### config.mk
export PLATFORM = sky130hd
export DESIGN_NAME = vec_length
export DESIGN_NICKNAME = d
export VERILOG_FILES = /design/src/rtl/vec_length.sv
export SDC_FILE = /design/constraint.sdc
export NUM_CORES = 1
export LEC_CHECK = 0
export ABC_CLOCK_PERIOD_IN_PS = 9090
export BUFFER_PORTS_ARGS = -buffer_cell sky130_fd_sc_hd__buf_2
export CORE_MARGIN = 2
export CORE_UTILIZATION = 57
export CTS_CLUSTER_DIAMETER = 100
export DETAILED_ROUTE_END_ITERATION = 7
export PLACE_DENSITY_LB_ADDON = 0.08
export SYNTH_ARGS = -nofsm -noshare
export SYNTH_HDL_FRONTEND = slang
export SYNTH_SLANG_ARGS = --single-unit
export TNS_END_PERCENT = 20
### constraint.sdc
create_clock -name clk -period 9.09 [get_ports clk]
set_input_delay 1.818 -clock clk [delete_from_list [all_inputs] [get_ports clk]]
set_output_delay 1.818 -clock clk [all_outputs]
set_load 0.03 [all_outputs]
### src/rtl/vec_length.sv
// Iterative Euclidean length: sums x^2+y^2+z^2 on one shared multiplier, then a
// restoring square root, one result bit per cycle. direction packs {x, y, z}, x in the MSBs.
module vec_length #(
   parameter int WIDTH  = 16,
   parameter int Q_BITS = 12
) (
   input  logic                 clk,
   input  logic                 reset,
   input  logic                 start,
   input  logic [3*WIDTH-1:0]   direction,
   output logic                 ready,
   output logic                 valid,
   output logic [WIDTH-1:0]     len,
   output logic [3*WIDTH-1:0]   direction_out,
   output logic                 zero,
   output logic                 saturated
);

   localparam int SW = 2*WIDTH + 2;
   localparam int RW = WIDTH + 4;
   localparam int CW = $clog2(WIDTH + 1);
   localparam logic [WIDTH-1:0] LEN_MAX = {1'b0, {(WIDTH-1){1'b1}}};

   // S carries 2*Q_BITS fractional bits, so its root lands on Q_BITS with no realignment.
   if (Q_BITS < 0 || Q_BITS >= WIDTH) begin : g_bad_q
      $error("vec_length: Q_BITS must lie in [0, WIDTH-1]");
   end

   typedef enum logic [1:0] {IDLE, SQUARE, SQRT, DONE} state_t;

   state_t                   state;
   logic [1:0]               sel;
   logic [SW-1:0]            acc;
   logic [SW-1:0]            acc_next;
   logic [SW-1:0]            rad;
   logic [WIDTH+1:0]         rem;
   logic [WIDTH:0]           root;
   logic [WIDTH:0]           root_next;
   logic [CW-1:0]            cnt;
   logic signed [WIDTH-1:0]  comp;
   logic signed [2*WIDTH-1:0] sq;
   logic [RW-1:0]            rem_sh;
   logic [RW-1:0]            trial;
   logic [RW-1:0]            diff;
   logic [RW-1:0]            rem_next;
   logic                     take;
   logic [1:0]               rem_unused;

   always_comb begin
      case (sel)
         2'd0:    comp = direction_out[3*WIDTH-1 -: WIDTH];
         2'd1:    comp = direction_out[2*WIDTH-1 -: WIDTH];
         default: comp = direction_out[WIDTH-1:0];
      endcase
      // A square is never negative, so the signed product is reused as unsigned.
      sq       = comp * comp;
      acc_next = acc + {2'b00, sq};

      rem_sh    = {rem, rad[SW-1 -: 2]};
      trial     = {1'b0, root, 2'b01};
      take      = (rem_sh >= trial);
      diff      = rem_sh - trial;
      rem_next  = take ? diff : rem_sh;
      root_next = {root[WIDTH-1:0], take};
      // The remainder never exceeds 2*root, so these top bits are always zero.
      rem_unused = rem_next[RW-1 -: 2];
   end

   always_ff @(posedge clk or negedge reset) begin
      if (!reset) begin
         state         <= IDLE;
         ready         <= 1'b1;
         valid         <= 1'b0;
         len           <= '0;
         direction_out <= '0;
         zero          <= 1'b0;
         saturated     <= 1'b0;
         sel           <= '0;
         acc           <= '0;
         rad           <= '0;
         rem           <= '0;
         root          <= '0;
         cnt           <= '0;
      end else begin
         case (state)
            IDLE: begin
               if (start) begin
                  direction_out <= direction;
                  acc           <= '0;
                  sel           <= '0;
                  ready         <= 1'b0;
                  state         <= SQUARE;
               end
            end
            SQUARE: begin
               acc <= acc_next;
               sel <= sel + 2'd1;
               if (sel == 2'd2) begin
                  rad   <= acc_next;
                  rem   <= '0;
                  root  <= '0;
                  cnt   <= '0;
                  state <= SQRT;
               end
            end
            SQRT: begin
               rad  <= {rad[SW-3:0], 2'b00};
               rem  <= rem_next[WIDTH+1:0];
               root <= root_next;
               cnt  <= cnt + CW'(1);
               if (cnt == CW'(WIDTH)) begin
                  if (|root_next[WIDTH:WIDTH-1]) begin
                     len       <= LEN_MAX;
                     saturated <= 1'b1;
                  end else begin
                     len       <= root_next[WIDTH-1:0];
                     saturated <= 1'b0;
                  end
                  zero  <= (acc == '0);
                  valid <= 1'b1;
                  state <= DONE;
               end
            end
            DONE: begin
               valid <= 1'b0;
               ready <= 1'b1;
               state <= IDLE;
            end
            default: state <= IDLE;
         endcase
      end
   end

endmodule

==> impl_results.md, run 1 <==
* Sequential cell area at 4510 µm²
* Relative slew slack at 0.213
* H-tree levels at 4
* Wire per inst at 18.3 µm
* CP endpoint kind: register
* Share of synthesized registers carrying an async set or reset at 1.00
* Skew-Pair Late Insertion Delay at 0.45 ns
* Number of global-route vias before repair at 14300
* Remaining global-route overflow at 0
* Hold Crit Class: reg -> reg
* Antenna Cells at 0
* IO Pins at 119
* Synth Cell Area at 18700 µm²
* Share of layout cells above drive strength 1 at 0.169
* Core Box Area at 32400 µm²
* Via count at 14200
* Via-to-Cell Ratio at 5.51
* Crit Path Class: reg -> reg
* CTS clk-pin slew, worst paths at 0.07 ns
* Post-DP HPWL at 38200 µm
* Clk sinks at 180
* WP data required at 9.42 ns
* Fillers at 2721
* CP dominant cell by count: fa_1
* Initial antenna violation count at 0
* Syn avg cell area at 9.50 µm²
* Post-Route WL at 47100 µm
* Num rows at 66
* Cts bufs inserted at 17
* #FFs+latches synth at 180
* Worst Path Arrival at 9.05 ns
* DR pass1 iterations at 5
* Commonest non-fill, non-tap cells in the layout: 354 x inv_1, 231 x fa_1, 178 x dfrtp_1
* Footprint of the multi-input gates at 12800 µm²
* Pre-CTS setup slack at -0.0933 ns
* Area after DPL at 20100 µm²
* ANT nets after route at 0
* Syn Nets at 2402
* Clk_skew at 0.0149 ns
* Register area share after synthesis at 0.241
* Status: finished clean
* Crit-path max FO at 16
* Clock Tree Root: clkbuf_16
* Area delta synth->final at 13.4%
* Startpoint Class: register
* Initial Utilization at 0.577
* Final #Nets at 2557
* DRC violation count after routing at 0
* Commonest non-fill, non-tap cell in the layout: inv_1
* DIE AREA at 34200 µm²
* Number of flops mapped to enable cells by yosys at 0
* Tot GR Track Use at 0.285
* Synth warnings at 0
* Main synth FF type: dfrtp_1
* MaxCap Viol Count at 0
* Final setup vio count at 0
* PortBufs at 118
* Synth cell types at 74
* Global-route wire length before repair at 75700 µm
* GPL Wtd Cong at 0.992
* Die Height at 185 µm
* Clock Path Buffers at 2
* Largest net degree at the start of global routing at 114
* PnR worst setup slack at 0.365 ns
* Cell count after synthesis at 1965
* Worst path slowest cell: fa_1
* Slew Viols, Final at 0
* Die W at 185 µm
* Fin crit share at 0.960
* Worst-Margin Slew at 1.18 ns
* Max Fclk at 115 MHz
* Critical path's largest stage delay at 0.57 ns
* Design area at 21200 µm²
* Final Hold Slack at 0.483 ns
* Final min period at 8.73 ns
* Layout Utilization at 0.654
* CTS tree: done
* Final hold vios at 0
* Initial DRC count at 979
worst max-delay path, delay by kind of cell (launching register included):
family / cells / cell delay [ns]
DFF: 1 / 0.41
xor gates and xnor gates: 1 / 0.10
buffers and inverters: 8 / 0.73
AOI/OAI and AO/OA: 14 / 2.77
adders and majority gates: 9 / 3.90
and+or+nand+nor: 5 / 0.66
final timing paths:
check / from / end / slack [ns] / depth (start not counted)
min in group asynchronous: reset / rad[6] / 1.51 / 1
worst min register to register: rad[4] / rad[4] / 0.48 / 2
worst min-delay path: rad[4] / rad[4] / 0.48 / 2
worst max-delay path: sel[0] / rad[33] / 0.36 / 37
worst max register to register: sel[0] / rad[33] / 0.36 / 37
max in group asynchronous: reset / sel[0] / 6.11 / 2
sequential cells by signal, summed over array words and instances (netlist names):
signal,count
direction_out,48
acc,34
rad,34
rem,18
root,17
len,16
cnt,5
sel,2
state,2
ready,1
saturated,1
valid,1
zero,1
metal layers:
metal | GRT usage | wire length (µm) | part of all wire
met1 | 0.397 | 21200 | 0.45
met2 | 0.474 | 22600 | 0.48
met3 | 0.0413 | 2310 | 0.049
met4 | 0.0705 | 978 | 0.021
met5 | 0 | 0 | 0
stage by stage:
step | instances | TNS (ns)
after floorplan | 1965 | 0
after CTS | 2557 | 0
final | 2575 | 0
after detailed placement | 2525 | -0.241
after global placement | 2525 | 0
after global routing | 2575 | -0.107
synthesized netlist by cell type (all sizes together) (47+ instances only):
| library cell | n | area [µm²] |
|---|---|---|
| nand2 | 182 | 683 |
| fa | 234 | 4680 |
| xnor2 | 59 | 517 |
| dfrtp | 179 | 4480 |
| clkbuf | 51 | 193 |
| o21ai | 86 | 434 |
| mux2 | 50 | 563 |
| ha | 152 | 1900 |
| a21oi | 99 | 499 |
| nor2 | 126 | 473 |
| a21o | 47 | 353 |
| inv | 361 | 1360 |
area by class of cell:
type,instances,area share
multi-input cells,1353,0.603
flip-flops and latches,180,0.213
inverters,368,0.0660
repair buffers,200,0.0606
well taps,442,0.0261
clock buffers,18,0.0207
clock inverters,14,0.0102
kinds of logic after synthesis:
group                      share of synthesized area
muxes                                         0.0318
xor gates and xnor gates                      0.0413
buffers and inverters                         0.0876
and+or+nand+nor                               0.0969
adders and majority gates                      0.353
DFF                                            0.241
AOI/OAI and AO/OA                              0.148
what timing repair did:
action | in CTS | in global routing
hold buffers | 0 | 0
gates cloned | 0 | 1
pin swaps | 0 | 18
endpoints found under the hold margin | 0 | 0
endpoints found under the setup margin | 6 | 21
buffers inserted | 0 | 17
gates resized for setup | 2 | 71
Power of run 1 is left out: the tool's default activity adds up to more than one toggle a clock period on the data nets, which glitch-free logic cannot reach.
==> inputs of run 2 (changes only) <==
--- a/config.mk
+++ b/config.mk
@@ -12,6 +12,7 @@
 export CTS_CLUSTER_DIAMETER = 100
 export DETAILED_ROUTE_END_ITERATION = 7
 export PLACE_DENSITY_LB_ADDON = 0.08
+export RECOVER_POWER = 100
 export SYNTH_ARGS = -nofsm -noshare
 export SYNTH_HDL_FRONTEND = slang
 export SYNTH_SLANG_ARGS = --single-unit
==> impl_results.md, run 2 (synthesis gave the netlist of run 1 again) <==
* Status: complete, but fails checks
* Failing checks: capacitance limit, slew limit
* Via count at 14200 (+0.16%)
* WP data required at 9.41 ns (about the same)
* Initial Utilization at 0.577 (unchanged)
* H-tree levels at 4 (unchanged)
* Number of global-route vias before repair at 14300 (unchanged)
* Sequential cell area at 4510 µm² (unchanged)
* Fin crit share at 0.961 (+0.00152)
* Hold Crit Class: reg -> reg
* MaxCap Viol Count at 6 (+6)
* Tot GR Track Use at 0.285 (unchanged)
* Max Fclk at 114 MHz (-0.16%)
* Skew-Pair Late Insertion Delay at 0.45 ns (about the same)
* PortBufs at 118 (unchanged)
* Largest net degree at the start of global routing at 114 (unchanged)
* Worst R2R Path Depth at 37 (unchanged)
* Antenna Cells at 0 (unchanged)
* IO Pins at 119 (unchanged)
* Post-DP HPWL at 38200 µm (unchanged)
* Area delta synth->final at 12.7%
* Crit Path Class: reg -> reg
* Post-cts hold buffer count at 0 (unchanged)
* Worst Hold End: rad[4]
* DR pass1 iterations at 5 (unchanged)
* Final hold vios at 0 (unchanged)
* Crit-path max FO at 16 (unchanged)
* Wire per inst at 18.2 µm (-0.35%)
* ANT nets after route at 0 (unchanged)
* Register name with the most flops: direction_out
* Post-Route WL at 47000 µm (-0.35%)
* Die Height at 185 µm (unchanged)
* Via-to-Cell Ratio at 5.52 (+0.16%)
* Initial DRC count at 935 (-4.5%)
* CTS clk-pin slew, worst paths at 0.07 ns (about the same)
* Final setup vio count at 0 (unchanged)
* Cts bufs inserted at 17 (unchanged)
* Die W at 185 µm (unchanged)
* Area after DPL at 20100 µm² (unchanged)
* Worst R2R Setup Slack at 0.35 ns (about the same)
* Clk sinks at 180 (unchanged)
* Worst Path Arrival at 9.06 ns (about the same)
* Worst r2r src: sel[0]
* Startpoint Class: register
* Footprint of the multi-input gates at 12800 µm² (-0.14%)
* DIE AREA at 34200 µm² (unchanged)
* HP Start: rad[4]
* Relative slew slack at -3.07 (-3.28)
* Largest regs: direction_out (48), acc (34), rad (34)
* Worst path slowest cell: fa_1
* Final #Nets at 2557 (unchanged)
* FF-to-FF End: rad[33]
* Clock Tree Root: clkbuf_16
* Worst-Margin Slew at 6.10 ns (+4.92 ns)
* Initial antenna violation count at 0 (unchanged)
* Share of layout cells above drive strength 1 at 0.133 (-0.0361)
* Worst Hold Depth at 2 (unchanged)
* Remaining global-route overflow at 0 (unchanged)
* Slew Viols, Final at 292 (+292)
* CP dominant cell by count: fa_1
* Max FFs per register at 48 (unchanged)
* Commonest non-fill, non-tap cell in the layout: inv_1
* Fillers at 2777 (+2.1%)
* Num rows at 66 (unchanged)
* Core Box Area at 32400 µm² (unchanged)
* DRC violation count after routing at 0 (unchanged)
* CTS tree: done
* CP endpoint kind: register
* Critical path's largest stage delay at 0.57 ns (about the same)
* GPL Wtd Cong at 0.992 (unchanged)
* Clk_skew at 0.0147 ns (-0.000199 ns)
* Global-route wire length before repair at 75700 µm (unchanged)
* Final min period at 8.74 ns (+0.0138 ns)
* Design area at 21000 µm² (-0.61%)
* Clock Path Buffers at 2 (unchanged)
* Commonest non-fill, non-tap cells in the layout: 354 x inv_1, 231 x fa_1, 178 x dfrtp_1
[run 2: cell types whose count changed in the layout (fill, tap and decap cells not counted), sizes merged]
cell / delta
buf: -73
clkbuf: +73
[run 2: layout make-up]
cell class              instances  area share
well taps                     442      0.0263
inverters                     368      0.0664
clock inverters                14      0.0103
multi-input cells            1353       0.606
repair buffers                200      0.0557
clock buffers                  18      0.0209
flip-flops and latches        180       0.214
[run 2: metal layers]
layer | up-vias | track usage | wire length, µm
met5 | - | 0 | 0
met4 | 0 | 0.0705 | 955
met3 | 53 | 0.0413 | 2520
met2 | 397 | 0.474 | 22600
met1 | 7044 | 0.397 | 20900
li1 | 6719 | - | -
[run 2: what timing repair did]
action	4_1_cts	5_1_grt
pin swaps	0	18
gates resized for setup	2	71
buffers inserted	0	17
endpoints found under the setup margin	6	21
gates cloned	0	1
[run 2: how the worst max path moves through the flow]
| stage | from | to | slack [ns] | cells after the start |
|---|---|---|---|---|
| 5_1_grt | sel[0] | rad[33] | -0.05 | 36 |
| 3_5_place_dp | sel[0] | acc[32] | -0.09 | 35 |
| 4_1_cts | sel[0] | rad[33] | 0.001 | 38 |
| 3_3_place_gp | sel[0] | acc[32] | 0.07 | 35 |
| 6_report | sel[0] | rad[33] | 0.35 | 37 |
| 2_1_floorplan | sel[0] | rad[33] | 0.14 | 39 |
[run 2: worst max-delay path: cells and delay by family (launching register included)]
| family | cells | cell delay [ns] |
|---|---|---|
| compound gates | 14 | 2.79 |
| xor+xnor | 1 | 0.10 |
| fa+ha+maj | 9 | 3.90 |
| buf+inv | 8 | 0.72 |
| flops | 1 | 0.41 |
| simple gates | 5 | 0.68 |
[run 2: stage by stage]
step | setup slack, ns | std cells | TNS [ns] | hold WS [ns] | util
after floorplan | 0.138 | 1965 | 0 | 0.442 | -
after global placement | 0.0674 | 2525 | 0 | 0.460 | 0.621
after detailed placement | -0.0933 | 2525 | -0.241 | 0.470 | 0.621
after CTS | 0.00117 | 2557 | 0 | 0.489 | 0.642
after global routing | -0.0464 | 2575 | -0.144 | 0.514 | 0.650
final | 0.351 | 2575 | 0 | 0.483 | 0.650
Power of run 2 is left out for the same reason.
